--- src/rtl/muldiv_ctrl.sv ---
// EX-stage sequencer for the pipelined multiplier and the iterative divider.
// Latches one request, stalls EX while it runs, then emits a single HI/LO write.
//
// state    | meaning
// ---------+------------------------------------------------------------
// IDLE     | waiting for a mult/multu/div/divu request from EX
// MUL_WAIT | operands held at multiplier, latency counter running down
// DIV_WAIT | divider started, waiting for its ready pulse
// DONE     | one-cycle HI/LO write of the captured result
module muldiv_ctrl #(
   parameter int MUL_LAT = 2,
   parameter int CNT_W   = 4
) (
   input  logic        clk,
   input  logic        rst,
   input  logic        req_valid,
   input  logic [1:0]  req_op,
   input  logic [31:0] req_src1,
   input  logic [31:0] req_src2,
   input  logic        flush,
   output logic        mul_signed,
   output logic [31:0] mul_ina,
   output logic [31:0] mul_inb,
   input  logic [63:0] mul_result,
   output logic        div_start,
   output logic        div_annul,
   output logic        div_signed,
   output logic [31:0] div_opdata1,
   output logic [31:0] div_opdata2,
   input  logic [63:0] div_result,
   input  logic        div_ready,
   output logic        stallreq,
   output logic        busy,
   output logic        hi_we,
   output logic        lo_we,
   output logic [31:0] hi_wdata,
   output logic [31:0] lo_wdata
);

   typedef enum logic [1:0] {IDLE, MUL_WAIT, DIV_WAIT, DONE} state_t;

   state_t           state;
   logic [CNT_W-1:0] cnt;
   logic [1:0]       op_q;
   logic [31:0]      src1_q;
   logic [31:0]      src2_q;
   logic [31:0]      hi_q;
   logic [31:0]      lo_q;

   always_ff @(posedge clk) begin
      if (rst) begin
         state  <= IDLE;
         cnt    <= '0;
         op_q   <= '0;
         src1_q <= '0;
         src2_q <= '0;
         hi_q   <= '0;
         lo_q   <= '0;
      end else begin
         case (state)
            IDLE: begin
               if (req_valid && !flush) begin
                  op_q   <= req_op;
                  src1_q <= req_src1;
                  src2_q <= req_src2;
                  if (!req_op[1]) begin
                     state <= MUL_WAIT;
                     cnt   <= CNT_W'(MUL_LAT - 1);
                  end else if (req_src2 != 32'd0) begin
                     state <= DIV_WAIT;
                  end else begin
                     // divide by zero: divider is bypassed entirely
                     hi_q  <= req_src1;
                     lo_q  <= 32'hFFFF_FFFF;
                     state <= DONE;
                  end
               end
            end
            MUL_WAIT: begin
               if (flush) begin
                  state <= IDLE;
               end else if (cnt == '0) begin
                  hi_q  <= mul_result[63:32];
                  lo_q  <= mul_result[31:0];
                  state <= DONE;
               end else begin
                  cnt <= cnt - 1'b1;
               end
            end
            DIV_WAIT: begin
               if (flush) begin
                  state <= IDLE;
               end else if (div_ready) begin
                  hi_q  <= div_result[63:32];
                  lo_q  <= div_result[31:0];
                  state <= DONE;
               end
            end
            DONE:    state <= IDLE;
            default: state <= IDLE;
         endcase
      end
   end

   // Outputs decode the registered state; gated by rst so they read 0 in the reset cycle.
   logic in_mul;
   logic in_div;
   assign in_mul = !rst && (state == MUL_WAIT);
   assign in_div = !rst && (state == DIV_WAIT);

   assign mul_signed  = in_mul && (op_q == 2'b00);
   assign mul_ina     = in_mul ? src1_q : 32'd0;
   assign mul_inb     = in_mul ? src2_q : 32'd0;

   assign div_start   = in_div && !div_ready && !flush;
   assign div_annul   = in_div && flush;
   assign div_signed  = in_div && (op_q == 2'b10);
   assign div_opdata1 = in_div ? src1_q : 32'd0;
   assign div_opdata2 = in_div ? src2_q : 32'd0;

   assign stallreq = !rst && (((state == IDLE) && req_valid && !flush)
                              || (state == MUL_WAIT) || (state == DIV_WAIT));
   assign busy     = !rst && (state != IDLE);
   assign hi_we    = !rst && (state == DONE);
   assign lo_we    = !rst && (state == DONE);
   assign hi_wdata = rst ? 32'd0 : hi_q;
   assign lo_wdata = rst ? 32'd0 : lo_q;

endmodule

--- config.mk ---
export PLATFORM = sky130hd
export DESIGN_NAME = muldiv_ctrl
export DESIGN_NICKNAME = d
export VERILOG_FILES = /design/src/rtl/muldiv_ctrl.sv
export SDC_FILE = /design/constraint.sdc
export NUM_CORES = 1
export LEC_CHECK = 0
export BUFFER_PORTS_ARGS = -buffer_cell sky130_fd_sc_hd__buf_2
export CAP_MARGIN = 20
export CORE_AREA = 2 2 154 156
export DETAILED_ROUTE_END_ITERATION = 10
export DIE_AREA = 0 0 156 158
export RECOVER_POWER = 50
export SLEW_MARGIN = 20
export SYNTH_ARGS = -nofsm -noshare
export SYNTH_HDL_FRONTEND = slang
export SYNTH_SLANG_ARGS = --single-unit
--- constraint.sdc ---
create_clock -name clk -period 6.43 [get_ports clk]
set_input_delay 0.643 -clock clk [delete_from_list [all_inputs] [get_ports clk]]
set_output_delay 0.643 -clock clk [all_outputs]
set_load 0.01 [all_outputs]
==> results.yml <==
status:
  run_status: "finished with violations"
  violations: "max-capacitance violations, max-slew violations"
power:
  irDropWorstVdd_v: 0.000339
  finalPower_w: 0.00384
  power_per_unit_of_standard_cell_area_nw_per_um2: 389
  power_leakage_nw: 4.44
finish:
  num-nets-final: 1457
  layout.cells.most_common_list: "sky130_fd_sc_hd__buf_2, sky130_fd_sc_hd__nand2_1, sky130_fd_sc_hd__dfxtp_1"
  layout_commonest_cell: "sky130_fd_sc_hd__buf_2"
  drive_above_1_share: 0.335
  flow.area_growth_from_synthesis_pct: 34.8
  fin_util: 0.429
  antenna_fix_cells: 0
placed_design:
  gp_routability_congestion: 0.843
  dp_worst_setup_slack_ps: 3220
  dpl.hpwl_mm: 17.8
  place.port_buffers: 398
cts:
  clock_latency_ps: 420
  ctsHoldBuffers: 0
  numCtsBuffers: 17
  worst_setup_hold_path_clk_slew_ps: 60
  sinks_on_the_clock_net: 136
  post-cts-setup-buffer-count: 0
  cts-htree-levels: 4
  cts_tree: "built"
  clock_tree.root_cell: "sky130_fd_sc_hd__clkbuf_16"
  post_cts_resize_count: 0
  deepest_clock_path_buffer_count: 2
die:
  fp-row-count: 56
  die_h_um: 158
  die_area_um2: 24600
  overall_die_width_um: 156
  start_util: 0.318
  design.portCount: 399
  core-area_um2: 23100
global_routing:
  grt_start_max_net_pins: 97
  gr-usage-all-layers: 0.187
  first_global_vias: 6768
  grt_pass1_wl_mm: 36.2
  global_route.usage.met2: 0.313
  top_usage_layer: "met2"
  number_of_antenna_violations_at_the_first_check_in_global_routing: 0
  grt_overflow_total: 0
  use_met3: 0.0457
  grt_use_met1: 0.239
synthesis:
  yosys_warnings: 0
  synth.net_count: 1117
  ys_types: 32
  synth_seq_area_share: 0.371
  syn_area_per_cell_um2: 8.05
  syn-instance-count: 912
  area_of_the_mapped_netlist_um2: 7340
  synth.ff_latch_count: 136
sta:
  hold_slack_ps: 460
  grt_setup_unrepaired: "false"
  post_layout_minimum_cycle_time_ps: 4610
  post-route-period-util: 0.717
  setup_viol_count_final: 0
  transition_time_at_the_pin_with_the_least_slew_margin_ps: 3050
  setup_tns_ps: 0
  fmax_mhz: 217
  fin_ws_ps: 1820
  final_clock_skew_ps: 15.5
  timing_max_transition_violations_final: 189
  final_hold_viol_count: 0
  slew_headroom: -1.03
worst_setup_path:
  cp_max_fo: 90
  cp_data_arrival_time_ps: 3970
  worst_setup_path_start_kind: "input pin"
  timing.critical_path.to_type: "output pin"
  data_required_critical_path_ps: 5790
  critical_path_class: "input pin to output pin"
drt:
  drt_drc_violations_left: 0
  drt_first_iter_violations: 320
  wl_mm: 24.2
  drt_first_pass_iters: 4
  drt-wirelength-per-cell_um: 15.6
  vias_per_cell: 4.78
  route.antenna.remaining_nets: 0
  detailroute.via_count: 7431
run:
  timing.max_cap.violations: 3
min_path:
  holdCritPathClass: "register to register"
==> cells in the mapped netlist (all sizes together) <==
cell type  instances  share of area
o31ai              1         0.0029
nand4              2         0.0017
o211ai             1         0.0010
dfxtp            136           0.37
mux2              66           0.10
ha                 6          0.010
o21ai              6         0.0041
nor3b              1         0.0010
a21oi            105          0.072
nand2b             3         0.0026
nor2              43          0.022
a211oi            34          0.035
nand2            136          0.070
nor2b             67          0.057
and2             128           0.11
and3               2         0.0017
nand3b             1         0.0010
or3b               1         0.0015
o2111a             1         0.0015
inv                7         0.0036
nor3               3         0.0020
a221oi             2         0.0032
buf               19          0.016
nand3              1        0.00068
nor4               9         0.0077
a22oi             64          0.065
clkbuf            66          0.034
mux2i              1         0.0014
==> routing by layer <==
metal,part of all wire,vias up
met5,0,-
met4,0.015,0
met3,0.076,18
met2,0.47,288
met1,0.44,3326
li1,-,3799
==> kinds of logic (layout without fill, tap and decap cells) <==
family,after synthesis,in the layout,share of synthesized area
simple gates,397,397,0.278
compound gates,214,214,0.185
flops,136,136,0.371
buf+inv,92,445,0.0537
mux,67,67,0.103
fa+ha+maj,6,6,0.0102
==> worst paths after layout <==
path / from / to / slack, ps / cells past startpoint
setup / recovery: rst / div_opdata1[23] / 1820 / 5
hold / removal: src2_q[13] / src2_q[13] / 460 / 2
setup reg to reg: state[0] / src1_q[25] / 2860 / 6
hold reg to reg: src2_q[13] / src2_q[13] / 460 / 2
==> area by class of cell <==
type	count	area, um2
clock buffers	20	437
clock inverters	12	144
fillers	2456	13200
inverters	7	26.3
multi-input cells	684	4240
flip-flops and latches	136	2720
well taps	290	363
repair buffers	406	1960
==> flip-flops by register name, summed over array words and instances (netlist names) <==
signal and count:
lo_q 32, src1_q 32, op_q 2, cnt 4, hi_q 32, state 2
src2_q 32
==> metrics by stage <==
step	instances	cell area [um2]
after floorplan	912	7340
after global placement	1523	9430
after global routing	1555	9890
after CTS	1555	10000
final	1555	9890
after detailed placement	1523	9430
==> where the power goes <==
| group | leakage [nW] | internal, W | switching (W) |
|---|---|---|---|
| Combinational | 3.06 | 0.000708 | 0.00105 |
| Clock | 0.272 | 0.000578 | 0.000394 |
| Sequential | 1.11 | 0.00105 | 0.0000652 |
==> critical path, stage by stage <==
cell and delay [ps]:
sky130_fd_sc_hd__buf_6 470, sky130_fd_sc_hd__clkbuf_1 1630, sky130_fd_sc_hd__nor2b_4 590, sky130_fd_sc_hd__and2_1 380, sky130_fd_sc_hd__buf_2 140
Power figures use the tool's default switching activity.
